File: src/rtl/tmds_timing_gen.sv
// 720p60 transmit raster generator: syncs, data enable, lead-timed FIFO read strobe,
// position/active counters and optional genlock of the frame start to an external vsync.
module tmds_timing_gen #(
    parameter int   H_ACTIVE = 1280,
    parameter int   H_FP     = 110,
    parameter int   H_SYNC   = 40,
    parameter int   H_BP     = 220,
    parameter int   V_ACTIVE = 720,
    parameter int   V_FP     = 5,
    parameter int   V_SYNC   = 5,
    parameter int   V_BP     = 20,
    parameter logic HS_POL   = 1'b1,
    parameter logic VS_POL   = 1'b1,
    parameter int   RD_LEAD  = 2
) (
    input  logic        tx0_pclk,
    input  logic        rstbtn_n,
    input  logic        lock_en,
    input  logic        ext_vsync,
    output logic        tx0_hsync,
    output logic        tx0_vsync,
    output logic        tx0_de,
    output logic        rd_en,
    output logic [10:0] h_pos,
    output logic [10:0] v_pos,
    output logic [10:0] video_hcnt,
    output logic [10:0] video_vcnt,
    output logic [11:0] index,
    output logic        frame_start,
    output logic        locked
);

    localparam int H_TOTAL = H_SYNC + H_BP + H_ACTIVE + H_FP;
    localparam int V_TOTAL = V_SYNC + V_BP + V_ACTIVE + V_FP;

    localparam logic [10:0] H_LAST   = 11'(H_TOTAL - 1);
    localparam logic [10:0] V_LAST   = 11'(V_TOTAL - 1);
    localparam logic [10:0] HS_END   = 11'(H_SYNC);
    localparam logic [10:0] VS_END   = 11'(V_SYNC);
    localparam logic [10:0] HA0      = 11'(H_SYNC + H_BP);
    localparam logic [10:0] HA_END   = 11'(H_SYNC + H_BP + H_ACTIVE);
    localparam logic [10:0] H_MID    = 11'(H_SYNC + H_BP + H_ACTIVE / 2);
    localparam logic [10:0] RD_START = 11'(H_SYNC + H_BP - RD_LEAD);
    localparam logic [10:0] RD_END   = 11'(H_SYNC + H_BP + H_ACTIVE - RD_LEAD);
    localparam logic [10:0] VA0      = 11'(V_SYNC + V_BP);
    localparam logic [10:0] VA_END   = 11'(V_SYNC + V_BP + V_ACTIVE);

    logic [10:0] h_q, h_d, v_q, v_d;
    logic [10:0] hcnt_q, hcnt_d, vcnt_q, vcnt_d;
    logic [11:0] index_q, index_d;
    logic        hsync_q, hsync_d, vsync_q, vsync_d;
    logic        de_q, de_d, rd_q, rd_d;
    logic        fs_q, fs_d, locked_q, locked_d;
    logic        ext_q, ext_d, ext_prev_q, ext_prev_d;
    logic        genlock_edge, at_last, v_act;

    // Every output is decoded from the next position so it lands aligned with h_pos/v_pos.
    always_comb begin
        genlock_edge = lock_en && ext_q && !ext_prev_q;
        at_last      = (h_q == H_LAST) && (v_q == V_LAST);
        ext_d        = ext_vsync;
        ext_prev_d   = ext_q;

        h_d = h_q + 11'd1;
        v_d = v_q;
        if (h_q == H_LAST) begin
            h_d = 11'd0;
            v_d = (v_q == V_LAST) ? 11'd0 : v_q + 11'd1;
        end
        if (genlock_edge) begin
            h_d = 11'd0;
            v_d = 11'd0;
        end

        v_act   = (v_d >= VA0) && (v_d < VA_END);
        hsync_d = (h_d < HS_END) ? HS_POL : ~HS_POL;
        vsync_d = (v_d < VS_END) ? VS_POL : ~VS_POL;
        de_d    = v_act && (h_d >= HA0) && (h_d < HA_END);
        rd_d    = v_act && (h_d >= RD_START) && (h_d < RD_END);
        hcnt_d  = de_d ? (h_d - HA0) : 11'd0;
        vcnt_d  = v_act ? (v_d - VA0) : 11'd0;
        fs_d    = (h_d == 11'd0) && (v_d == 11'd0);

        // Two half-line steps per active line; restart on the first active line.
        index_d = index_q;
        if (v_act && (h_d == HA0)) begin
            index_d = (v_d == VA0) ? 12'd0 : index_q + 12'd1;
        end else if (v_act && (h_d == H_MID)) begin
            index_d = index_q + 12'd1;
        end

        locked_d = locked_q;
        if (!lock_en) begin
            locked_d = 1'b0;
        end else if (genlock_edge) begin
            locked_d = at_last;
        end
    end

    always_ff @(posedge tx0_pclk) begin
        if (rstbtn_n) begin
            h_q        <= H_LAST;
            v_q        <= V_LAST;
            hsync_q    <= ~HS_POL;
            vsync_q    <= ~VS_POL;
            de_q       <= 1'b0;
            rd_q       <= 1'b0;
            hcnt_q     <= 11'd0;
            vcnt_q     <= 11'd0;
            index_q    <= 12'd0;
            fs_q       <= 1'b0;
            locked_q   <= 1'b0;
            ext_q      <= 1'b0;
            ext_prev_q <= 1'b0;
        end else begin
            h_q        <= h_d;
            v_q        <= v_d;
            hsync_q    <= hsync_d;
            vsync_q    <= vsync_d;
            de_q       <= de_d;
            rd_q       <= rd_d;
            hcnt_q     <= hcnt_d;
            vcnt_q     <= vcnt_d;
            index_q    <= index_d;
            fs_q       <= fs_d;
            locked_q   <= locked_d;
            ext_q      <= ext_d;
            ext_prev_q <= ext_prev_d;
        end
    end

    assign h_pos       = h_q;
    assign v_pos       = v_q;
    assign tx0_hsync   = hsync_q;
    assign tx0_vsync   = vsync_q;
    assign tx0_de      = de_q;
    assign rd_en       = rd_q;
    assign video_hcnt  = hcnt_q;
    assign video_vcnt  = vcnt_q;
    assign index       = index_q;
    assign frame_start = fs_q;
    assign locked      = locked_q;

endmodule

File: config.mk
export PLATFORM = sky130hd
export DESIGN_NAME = tmds_timing_gen
export DESIGN_NICKNAME = d
export VERILOG_FILES = /design/src/rtl/tmds_timing_gen.sv
export SDC_FILE = /design/constraint.sdc
export NUM_CORES = 1
export LEC_CHECK = 0
export BUFFER_PORTS_ARGS = -buffer_cell sky130_fd_sc_hd__buf_4
export CAP_MARGIN = 10
export CORE_AREA = 2 2 85 95
export DETAILED_ROUTE_END_ITERATION = 8
export DIE_AREA = 0 0 87 97
export GPL_TIMING_DRIVEN = 0
export PLACE_DENSITY = 0.71
export SYNTH_ARGS = -nofsm -noshare
export SYNTH_HDL_FRONTEND = slang
export SYNTH_SLANG_ARGS = --single-unit
export TNS_END_PERCENT = 100
File: constraint.sdc
create_clock -name tx0_pclk -period 2.8 [get_ports tx0_pclk]
set_input_delay 0.42 -clock tx0_pclk [delete_from_list [all_inputs] [get_ports tx0_pclk]]
set_output_delay 0.42 -clock tx0_pclk [all_outputs]
set_load 0.01 [all_outputs]
[Yosys cells after proc, flatten, opt, wreduce, memory -nomap -nowiden]
Index checks and enable logic that the tools add are counted.
Storage, ports and cells
  word-level logic and storage cells: 62
  output and inout port bits: 62
  bits in registers: 64
  input bits: 4
Operators by class
  magnitude comparators: 8
  eq/ne operators: 5
  multiplexer cells: 10
  bitwise operators: 3
  $add $sub $neg: 5
  reduce and logical (&&, ||, !) cells: 18
Operators with widths (number)
  $mux 11: 5
  $mux 12: 3
  $add 11x1->11 const B: 2
  $eq 11x10->1 const B: 2
  $ge 11x9->1 const B: 2
  $logic_not 11->1: 2
  $lt 11x11->1 const B: 2
  $add 12x1->12 const B: 1
  $eq 11x11->1 const B: 1
  $eq 11x5->1 const B: 1
  $eq 11x9->1 const B: 1
  $ge 11x5->1 const B: 1
  $logic_and 1x1->1: 11
  $lt 11x10->1 const B: 1
  $lt 11x3->1 const B: 1
  $lt 11x6->1 const B: 1
  $sub 11x5->11 const B: 1
  $sub 11x9->11 const B: 1
  $reduce_or 2->1: 3
  $not 1->1: 3
  $mux 1: 2
  $reduce_bool 2->1: 1
  $logic_not 1->1: 1

[Depth between registers and ports, before layout]
Gate-level depths: netlist of run 1.
  depth in word-level cells: 10
  depth in mapped cells: 16
  gate-level depth less buffers: 14

[Worst setup path before layout of run 1]
OpenSTA, ideal clock, no wires.
  path type: register to register
  from: register h_q[1] (netlist: h_pos[1])
  to: register index_q[10] (netlist: index[10])
  clock period less this slack: 3135 ps
  data required time: 2682 ps
  path buffers: 2
  data arrival time: 3017 ps
  path slack: -335 ps
  library setup time: 118 ps
  cell stages (with the launch flop): 16
  cells stage by stage: dfxtp_1 inv_1 ha_1 or4b_1 buf_2 nor3_1 nand2_1 nor2_1 o21ai_0 inv_1 ha_1 o21ai_0 a2111oi_4 buf_6 nand3_2 mux2i_1
On the way
  longest elaborated chain between the ends: 7
  elaborated cells on any way between the ends: 17
  those cells by class: 1 x add/sub; 2 x order compare; 4 x eq/ne; 6 x mux; 4 x reduce/logical
RTL lines
  from (decl): RTL line 48  | logic [10:0] h_q, h_d, v_q, v_d;
  from (signal assigned): RTL line 102  | h_q <= H_LAST;
  from (signal assigned): RTL line 116  | h_q <= h_d;
  $eq 11x11->1 (*): RTL line 66  | if (h_q == H_LAST) begin
  $mux 11 (*): RTL line 66
  $mux 11 (*): RTL line 70  | if (genlock_edge) begin
  net v_d[0]: RTL line 48
  $ge 11x5->1 / $lt 11x10->1 (equally long branches): RTL line 75  | v_act = (v_d >= VA0) && (v_d < VA_END);
  $logic_and 1x1->1: RTL line 75
  $logic_and 1x1->1 (on tied branches): RTL line 86, 88
  $mux 12 / $reduce_bool 2->1 (equally long branches)
  to (signal assigned): RTL line 124  | index_q <= index_d;
  to (decl): RTL line 50  | logic [11:0] index_q, index_d;
Mark *: on every way through the listed nets, which the timed path passes. The rest lies on a longest branch.
A chain may end at the register's enable or synchronous reset.

[Worst setup path after layout of run 1]
  from: register h_q[1] (netlist: h_pos[1])
  to: register hcnt_q[7] (netlist: video_hcnt[7])
On the way
  longest elaborated chain between the ends: 9
  elaborated cells on any way between the ends: 16
  those cells by class: 2 x add/sub; 4 x order compare; 1 x eq/ne; 4 x mux; 1 x bitwise; 4 x reduce/logical
RTL lines
  branches (longest 9 deep; another with $add 11x1->11)
  to (signal assigned): RTL line 122  | hcnt_q <= hcnt_d;
  to (decl): RTL line 49  | logic [10:0] hcnt_q, hcnt_d, vcnt_q, vcnt_d;
Several ways; the timed one is not identified.

==> results of run 1 <==
==> state kept, by name (all words and copies together) (netlist names) <==
name,cells
ext_prev_q,1
ext_prev_d,1
tx0_hsync,1
video_hcnt,11
video_vcnt,11
h_pos,11
tx0_vsync,1
rd_en,1
frame_start,1
v_pos,11
index,12
tx0_de,1
locked,1
==> through the flow <==
step	power (W)	instance area [µm²]	setup TNS (ns)	utilization, %	cells
final	0.00446	5030	-13.95	68.1	637
after global routing	0.00470	5030	-17.35	68.1	637
after CTS	0.00424	4800	-12.04	65.0	627
after detailed placement	0.00324	4280	-23.22	57.8	593
after global placement	0.00322	4280	-23.17	57.8	593
after floorplan	0.00256	3680	-3.78	-	441
==> final cells by class <==
type / instances / area (µm²)
Multi-Input combinational cell: 342 / 2500
Fill cell: 608 / 2360
Sequential cell: 64 / 1290
Timing Repair Buffer: 97 / 776
Clock buffer: 11 / 141
Buffer: 19 / 111
Tap cell: 87 / 109
Clock inverter: 5 / 56.3
Inverter: 12 / 45.0
==> cells in the final DEF, fill, tap and decap left out, types with 10 or more instances in the layout <==
cell	instances
nand3_1	16
xnor2_1	17
nand4_1	13
nand2b_1	19
dfxtp_1	61
buf_4	90
nor2_1	44
a21oi_1	11
clkbuf_8	10
nor3_1	10
nand2_1	35
inv_1	10
or2_2	12
==> cells by family (layout without fill, tap and decap cells) <==
kind of cell    after synthesis  after routing
flops                        64             64
compound gates               73             73
fa+ha+maj                    11             11
simple gates                221            221
buf+inv                      35            144
mux                           9              9
xor+xnor                     28             28
==> per-layer routing <==
metal	wire length [µm]	vias to the layer above
li1	-	1775
met1	4660	1777
met2	5260	164
met3	780	17
met4	174	0
met5	0	-
==> where the power goes <==
part | internal (W) | switching, W
sequential | 0.00112 | 0.000143
clock | 0.000434 | 0.000368
combinational | 0.00104 | 0.00136
total | 0.00259 | 0.00187
==> critical path, stage by stage, from the launching register on <==
cell      delay, ns
dfxtp_4        0.35
inv_2          0.06
ha_4           0.12
or4b_4         0.53
or4_4          0.58
o21a_1         0.24
or2_1          0.23
o2111a_2       0.19
a2111o_1       0.38
nand3b_1       0.23
buf_6          0.18
a21oi_2        0.11
==> timing repair <==
action	4_1_cts	5_1_grt
gates cloned	2	0
pin swaps	20	16
endpoints found under the setup margin	42	43
buffers inserted	19	12
resized for setup	43	43
==> how the worst min path moves through the flow <==
stage,from,to
after CTS,ext_vsync,ext_prev_d$_SDFF_PP0_
final,ext_vsync,ext_prev_d$_SDFF_PP0_
after global placement,index[10]$_SDFFE_PP0P_,index[10]$_SDFFE_PP0P_
after detailed placement,index[8]$_SDFFE_PP0P_,index[8]$_SDFFE_PP0P_
after global routing,ext_vsync,ext_prev_d$_SDFF_PP0_
after floorplan,ext_prev_d$_SDFF_PP0_,ext_prev_q$_SDFF_PP0_
==> impl_metrics.tcl, run 1 <==
set metrics [dict create \
    run_status "complete, but fails checks" \
    violations "setup timing" \
    powerDensity_mw_per_mm2 886 \
    route.detailed.drc 0 \
    synth.avg_cell_area_um2 8.21 \
    clock.fmax_mhz 306 \
    synth_compound_area_share_pct 14.2 \
    syn2layout_area_growth_pct 38.9 \
    cts.clk_slew.worst_paths_ns 0.07 \
    layout_setup_ws_ns -0.466 \
    regToRegSetupSlack_ns -0.47 \
    rows 33 \
    diodes 0 \
    post-dp-hpwl_um 7500 \
    startpoint "h_pos[1]$_SDFF_PP0_" \
    endpoint "video_hcnt[7]$_SDFF_PP0_" \
    synthXorXnorAreaFrac_pct 6.77 \
    synth_top_area_share_pct 35.4 \
    slew_headroom_pct 52.1 \
    post-synth-top-count-cell "dfxtp_1" \
    grt_first_pass_wirelength_um 17300 \
    initial_utilization_pct 49.0 \
    dr.pass1.iters 5 \
    skew_ns 0.00648 \
    fin_hold_ws_ns 0.281 \
    ctsHoldBuffers 0 \
    drt_wl_total_um 10900 \
    grt_use_met1_pct 34.1 \
    synth_seq_cells 64 \
    antenna_found_initial 0 \
    die_h_um 97 \
    synthTopCellsByCount "64 x dfxtp_1, 48 x nor2_1, 40 x nand2_1, 19 x nand2b_1" \
    fp.dieW_um 87 \
    num_vias 3733 \
    gp_congestion 0.954 \
    finalNetCount 560 \
    via_per_inst 5.86 \
    rsz0062_at_grt "yes" \
    setup_violations 38 \
    grt_usage_pct 25.7 \
    die_area_mm2 0.00844 \
    crit_required_ns 3.09 \
    numCtsBuffers 9 \
    yosys.area_share.simple_pct 33.2 \
    wl_per_cell_um 17.1 \
    grt_pass1_vias 3477 \
    ctsHtreeMaxLevel 3 \
    worst_pin_slew_ns 0.713 \
    r2r_start "h_pos[1]$_SDFF_PP0_" \
    core_mm2 0.00739 \
    synth_area_leaders "dfxtp_1 35%, nor2_1 5.0%, xnor2_1 4.4%" \
    cts_buffer_depth 2 \
    clk_latency_ns 0.35 \
    clock_sink_count 64 \
    crit_fanout 10 \
    synth_edf_count 0 \
    netlist_area_mm2 0.00362 \
    yosysTopAreaCell "dfxtp_1" \
    cp.arrival_ns 3.55 \
    start_kind "register" \
    grt.met2_usage_pct 41.3 \
    synth_top_family_by_area "simple AND/OR/NAND/NOR gates" \
    slew_viol_final 0 \
    fin_crit_sh_pct 117 \
    r2r_end "video_hcnt[7]$_SDFF_PP0_" \
    use_met3_pct 5.29 \
    ir_worst_vdd_uv 577 \
    io_buffers 65 \
    ant_nets 0 \
    hold_class "input port to register" \
    grt_max_degree 12 \
    muxShareOfSynthArea_pct 2.49 \
    synth_cells 441 \
    gr-total-overflow 0 \
    yosysWarnings 0 \
    pin_count 66 \
    cts_tree "done" \
    synth.net_count 456 \
    async_reset_ff_share_pct 0 \
    crit_type "register to register" \
    hold_path_depth 2 \
    yosysSeqAreaShare_pct 35.4 \
    drv_cap 0 \
    synth_cell_types 63 \
    period_minus_slack_ns 3.27 \
    end_kind "register" \
    synth_ff_type "dfxtp_1" \
    grt.busiest_layer "met2" \
    clockRootBuffer "clkbuf_8" \
    p_leak_nw 2.03 \
    rr_worst_depth 11 \
    drtIter0Drc 359 \
    drive_gt1_share_pct 36.0 \
    post-place-ws_ns -0.780 \
    hold_violations 0 \
    synth_adder_area_share_pct 3.80 \
]
No activity file was read; power rests on OpenSTA's default activity.
==> run 2, diff against run 1 <==
Settings changed: CELL_PAD_IN_SITES_DETAIL_PLACEMENT from default to 0, CELL_PAD_IN_SITES_GLOBAL_PLACEMENT from default to 2, CORE_AREA 2 2 85 95 to 2 2 108 121, DIE_AREA 0 0 87 97 to 0 0 110 123, PLACE_DENSITY 0.71 to 0.73.
==> run 2 against run 1 <==
Largest power group unchanged. Final cell count increased by 12%. The run still ends with setup timing left. Clock skew about the same. Sequential power about the same. Final area increased by 7.9%. Die area increased by 60%. Via count decreased by 2.3%.
==> impl_metrics.tcl, run 2 (synthesis results as in run 1) <==
set metrics [dict create \
    drtIter0Drc 158 \
    period_minus_slack_ns 3.33 \
    numCtsBuffers 9 \
    fp.dieW_um 110 \
    drive_gt1_share_pct 39.5 \
    clockRootBuffer "clkbuf_16" \
    setup_violations 37 \
    slew_headroom_pct 56.9 \
    core_mm2 0.0123 \
    crit_required_ns 3.03 \
    start_kind "register" \
    wl_per_cell_um 17.0 \
    drt_wl_total_um 12100 \
    clk_latency_ns 0.33 \
    cp.arrival_ns 3.55 \
    diodes 0 \
    path_cells "inv_4 -> ha_4 -> or4b_4 -> or4_4 -> buf_6 -> nor3_4 -> nor3b_2 -> a31o_2 -> a2111o_1 -> nand3b_1 -> a311oi_2" \
    skew_ns 0.00695 \
    powerDensity_mw_per_mm2 935 \
    route.detailed.drc 0 \
    clock_sink_count 64 \
    p_leak_nw 2.18 \
    grt_first_pass_wirelength_um 18700 \
    grt_max_degree 13 \
    cts_tree "done" \
    die_h_um 123 \
    die_area_mm2 0.0135 \
    hold_violations 0 \
    crit_fanout 5 \
    syn2layout_area_growth_pct 49.9 \
    dr.pass1.iters 4 \
    ant_nets 0 \
    gr-total-overflow 0 \
    fin_crit_sh_pct 119 \
    slew_viol_final 0 \
    worst_pin_slew_ns 0.646 \
    finalNetCount 565 \
    grt_pass1_vias 3582 \
    violations "setup timing" \
    slowest_delay_ns 0.51 \
    pin_count 66 \
    largest_reg_flops 12 \
    grt_usage_pct 18.3 \
    clock.fmax_mhz 301 \
    critPathSlowestCell "or4_4" \
    post-dp-hpwl_um 8510 \
    setup_tns_ns -13.58 \
    final_common_cell "buf_4" \
    drv_cap 0 \
    layout_setup_ws_ns -0.526 \
    via_per_inst 5.12 \
    antenna_found_initial 0 \
    io_buffers 65 \
    initial_utilization_pct 29.4 \
    layout_common_cells "89 x buf_4, 59 x dfxtp_1, 36 x nor2_1" \
    n_fill_cell 1255 \
    cts.clk_slew.worst_paths_ns 0.06 \
    num_vias 3648 \
    end_kind "register" \
    run_status "complete, but fails checks" \
    hold_class "input port to register" \
    ctsHtreeMaxLevel 3 \
    rows 43 \
    rsz0062_at_grt "yes" \
    crit_type "register to register" \
    gp_congestion 0.845 \
    cts_buffer_depth 2 \
    ir_worst_vdd_uv 392 \
    fin_hold_ws_ns 0.310 \
]
-- run 2: cell count changes in the layout (fill, tap and decap cells not counted), moves of 3 or more --
cell	before	now
nor2_4	1	10
nand2_4	0	3
nor2_1	44	36
nor3_4	1	4
clkbuf_16	0	9
clkbuf_8	10	0
nor3_2	6	3
-- run 2: per-layer routing --
metal	routed length, µm	vias to the layer above	global-route usage, %
li1	-	1786	-
met1	5450	1759	23.6
met2	6000	82	30.4
met3	408	21	2.37
met4	267	0	7.99
met5	0	-	0
-- run 2: area by class of cell --
cell class              count  area [µm²]  area share [%]
clock inverters             7        72.6            1.34
inverters                  12        47.5           0.876
well taps                 157         196            3.62
plain buffers              20         120            2.21
clock buffers               9         225            4.15
repair buffers            101         853            15.7
multi-input cells         342        2620            48.3
flip-flops and latches     64        1290            23.8
-- run 2: critical path, delay by kind of cell, from the launching register on --
kind / cells / cell delay, ns
compound gates: 3 / 1.03
fa+ha+maj: 1 / 0.11
buf+inv: 2 / 0.20
flops: 1 / 0.35
simple gates: 5 / 1.53
-- run 2: final timing paths --
| path | startpoint | to | slack [ns] | depth (start not counted) |
|---|---|---|---|---|
| max | h_pos[1]$_SDFF_PP0_ | video_hcnt[8]$_SDFF_PP0_ | -0.53 | 11 |
| min | ext_vsync | ext_prev_d$_SDFF_PP0_ | 0.31 | 2 |
| max reg2reg | h_pos[1]$_SDFF_PP0_ | video_hcnt[8]$_SDFF_PP0_ | -0.53 | 11 |
| min reg2reg | index[9]$_SDFFE_PP0P_ | index[9]$_SDFFE_PP0P_ | 0.48 | 2 |
-- run 2: stage by stage --
| step | setup slack [ns] | total power, W | utilization (%) | cells | instance area (µm²) |
|---|---|---|---|---|---|
| CTS | -0.452 | 0.00494 | 42.2 | 705 | 5190 |
| finish | -0.526 | 0.00508 | 44.0 | 712 | 5430 |
| floorplan | -0.179 | 0.00256 | - | 441 | 3680 |
| global placement | -0.933 | 0.00329 | 35.4 | 663 | 4360 |
| global route | -0.614 | 0.00539 | 44.0 | 712 | 5430 |
| detailed placement | -1.04 | 0.00330 | 35.4 | 663 | 4360 |
-- run 2: where the power goes --
part / internal (W) / switching (W) / total, W
Clock: 0.000688 / 0.000434 / 0.00112
Combinational: 0.00116 / 0.00152 / 0.00269
Sequential: 0.00112 / 0.000146 / 0.00127
-- run 2: repair_timing --
| action | 4_1_cts | 5_1_grt |
|---|---|---|
| hold buffers | 0 | 0 |
| gates resized for setup | 68 | 52 |
| pin swaps | 15 | 15 |
| endpoints found under the setup margin | 43 | 43 |
| cloned | 3 | 0 |
| hold endpoints to repair | 0 | 0 |
| setup buffers | 26 | 9 |
==> run 3, diff against run 2 <==
Settings changed: SETUP_SLACK_MARGIN from default to 0.2.
==> run 3 against run 2 <==
The run still ends with setup timing left. Clock skew increased by 0.0016 ns. Fmax decreased by 0.90%. Register-to-register slack got worse by 0.03 ns. Global-route usage decreased by 0.30 points. Clock-buffer cell count increased by 3. Die area unchanged. Utilization decreased by 0.56 points. Final cell count decreased by 0.42%. Worst setup slack got worse by 0.030 ns. Critical endpoint is now video_hcnt[5]$_SDFF_PP0_. Largest cell class unchanged.
==> impl_metrics.tcl, run 3 (synthesis results as in run 1) <==
set metrics [dict create \
    run_status "complete, but fails checks" \
    violations "setup timing" \
    critPathSlowestCell "or4_4" \
    rsz0062_at_grt "yes" \
    slew_viol_final 0 \
    drtIter0Drc 158 \
    gr-total-overflow 0 \
    startpoint "h_pos[1]$_SDFF_PP0_" \
    numCtsBuffers 9 \
    die_h_um 123 \
    core_mm2 0.0123 \
    die_area_mm2 0.0135 \
    final_common_cell "buf_4" \
    crit_fanout 6 \
    hp-start "ext_vsync" \
    skew_ns 0.00854 \
    via_per_inst 5.10 \
    period_minus_slack_ns 3.36 \
    slew_headroom_pct 55.1 \
    dr.max_layer_used "met4" \
    grt_max_degree 12 \
    num_vias 3619 \
    route.detailed.drc 0 \
    ctsHtreeMaxLevel 3 \
    clock_sink_count 64 \
    path_cells "inv_2 -> ha_4 -> or4b_4 -> buf_8 -> or4_4 -> nor4_4 -> nor4_2 -> a31o_2 -> a2111o_1 -> nand3b_1 -> buf_6 -> a21oi_1" \
    start_kind "register" \
    largest_reg_flops 12 \
    clock.fmax_mhz 298 \
    final_util_pct 43.5 \
    final_area_mm2 0.00536 \
    cp.arrival_ns 3.63 \
    diodes 0 \
    p_int_w 0.00321 \
    hold_class "input port to register" \
    wl_per_cell_um 17.0 \
    comb_power_share_pct 49.6 \
    fp.dieW_um 110 \
    route.layer.met1.wl_um 5480 \
    clockRootBuffer "clkbuf_16" \
    cts_tree "done" \
    io_buffers 65 \
    layout_setup_ws_ns -0.556 \
    hold_violations 0 \
    crit_type "register to register" \
    initial_utilization_pct 29.4 \
    finalNetCount 562 \
    post-dp-hpwl_um 8420 \
    grt_first_pass_wirelength_um 18600 \
    dpl_cell_area_mm2 0.00436 \
    crit_required_ns 3.07 \
    netSwitchingFraction_pct 38.7 \
    p_total_w 0.00523 \
    grt_usage_pct 18.0 \
    ir_worst_vdd_uv 439 \
    slowest_delay_ns 0.49 \
    rows 43 \
    cts_buffer_depth 2 \
    powerDensity_mw_per_mm2 977 \
    layout_common_cells "87 x buf_4, 60 x dfxtp_1, 39 x nand2_1" \
    grt_pass1_vias 3552 \
    clk_latency_ns 0.34 \
    worst_pin_slew_ns 0.668 \
    setup_violations 38 \
    fin_crit_sh_pct 120 \
    pwr-share-clk_pct 26.5 \
    cts.clk_slew.worst_paths_ns 0.06 \
    routed-wl-met3_um 372 \
    gp_congestion 0.843 \
    met2_length_um 6010 \
    power_frac_seq_pct 24.0 \
    end_kind "register" \
    drt_wl_total_um 12100 \
    setup_tns_ns -17.99 \
    syn2layout_area_growth_pct 48.0 \
    netSwitchingPower_w 0.00203 \
    dr.pass1.iters 4 \
    drv_cap 0 \
    antenna_found_initial 0 \
    drive_gt1_share_pct 38.0 \
    r2r_start "h_pos[1]$_SDFF_PP0_" \
    pin_count 66 \
    p_leak_nw 2.14 \
    ant_nets 0 \
]
run 3: cell count changes in the layout (fill, tap and decap cells not counted), moves of 3 or more:
cell	change
nand2_1	+5
nor2_4	-6
clkbuf_8	+3
nor2_2	+4
nand2_4	-3
run 3: through the flow:
stage                     setup slack [ns]  std cells  hold slack [ns]
after detailed placement             -1.01        663            0.479
after CTS                           -0.448        697            0.315
after global placement              -0.931        663            0.468
final                               -0.556        709            0.314
after global routing                -0.662        709            0.338
after floorplan                     -0.179        441            0.470
run 3: metal layers:
metal  track usage, %  vias up
li1                 -     1774
met1             22.9     1759
met5                0        -
met2             29.9       72
met3             3.16       14
met4             7.28        0
run 3: area by class of cell:
cell class	count	area (µm²)
Tap cell	157	196
Sequential cell	64	1290
Fill cell	1264	6960
Buffer	23	144
Clock inverter	4	98.8
Multi-Input combinational cell	342	2550
Timing Repair Buffer	95	766
Inverter	12	45.0
Clock buffer	12	267
run 3: critical path, delay by kind of cell, from the launching register on:
kind | cells | cell delay, ns
adder cells (fa/ha/maj) | 1 | 0.12
buffers and inverters | 3 | 0.43
AND/OR/NAND/NOR | 5 | 1.56
AO/OA/AOI/OAI | 3 | 0.84
flip-flops | 1 | 0.34
run 3: final timing paths:
path | depth (start not counted) | endpoint | slack [ns]
hold / removal | 2 | ext_prev_d$_SDFF_PP0_ | 0.31
setup / recovery | 12 | video_hcnt[5]$_SDFF_PP0_ | -0.56
setup reg to reg | 12 | video_hcnt[5]$_SDFF_PP0_ | -0.56
hold reg to reg | 2 | index[10]$_SDFFE_PP0P_ | 0.48
run 3: repair_timing:
item	CTS	global route
pin swaps	11	9
gates resized for setup	42	53
gates cloned	1	2
endpoints found under the hold margin	0	0
setup endpoints to repair	50	45
setup buffers	17	10
hold buffers	0	0
run 3: power groups by stage:
| stage | clock network (W) | logic [W] | registers, W |
|---|---|---|---|
| 2_1_floorplan | 0 | 0.00121 | 0.00134 |
| 3_3_place_gp | 0 | 0.00202 | 0.00127 |
| 3_5_place_dp | 0 | 0.00201 | 0.00128 |
| 4_1_cts | 0.00140 | 0.00227 | 0.00126 |
| 5_1_grt | 0.00143 | 0.00281 | 0.00128 |
| 6_report | 0.00138 | 0.00259 | 0.00125 |
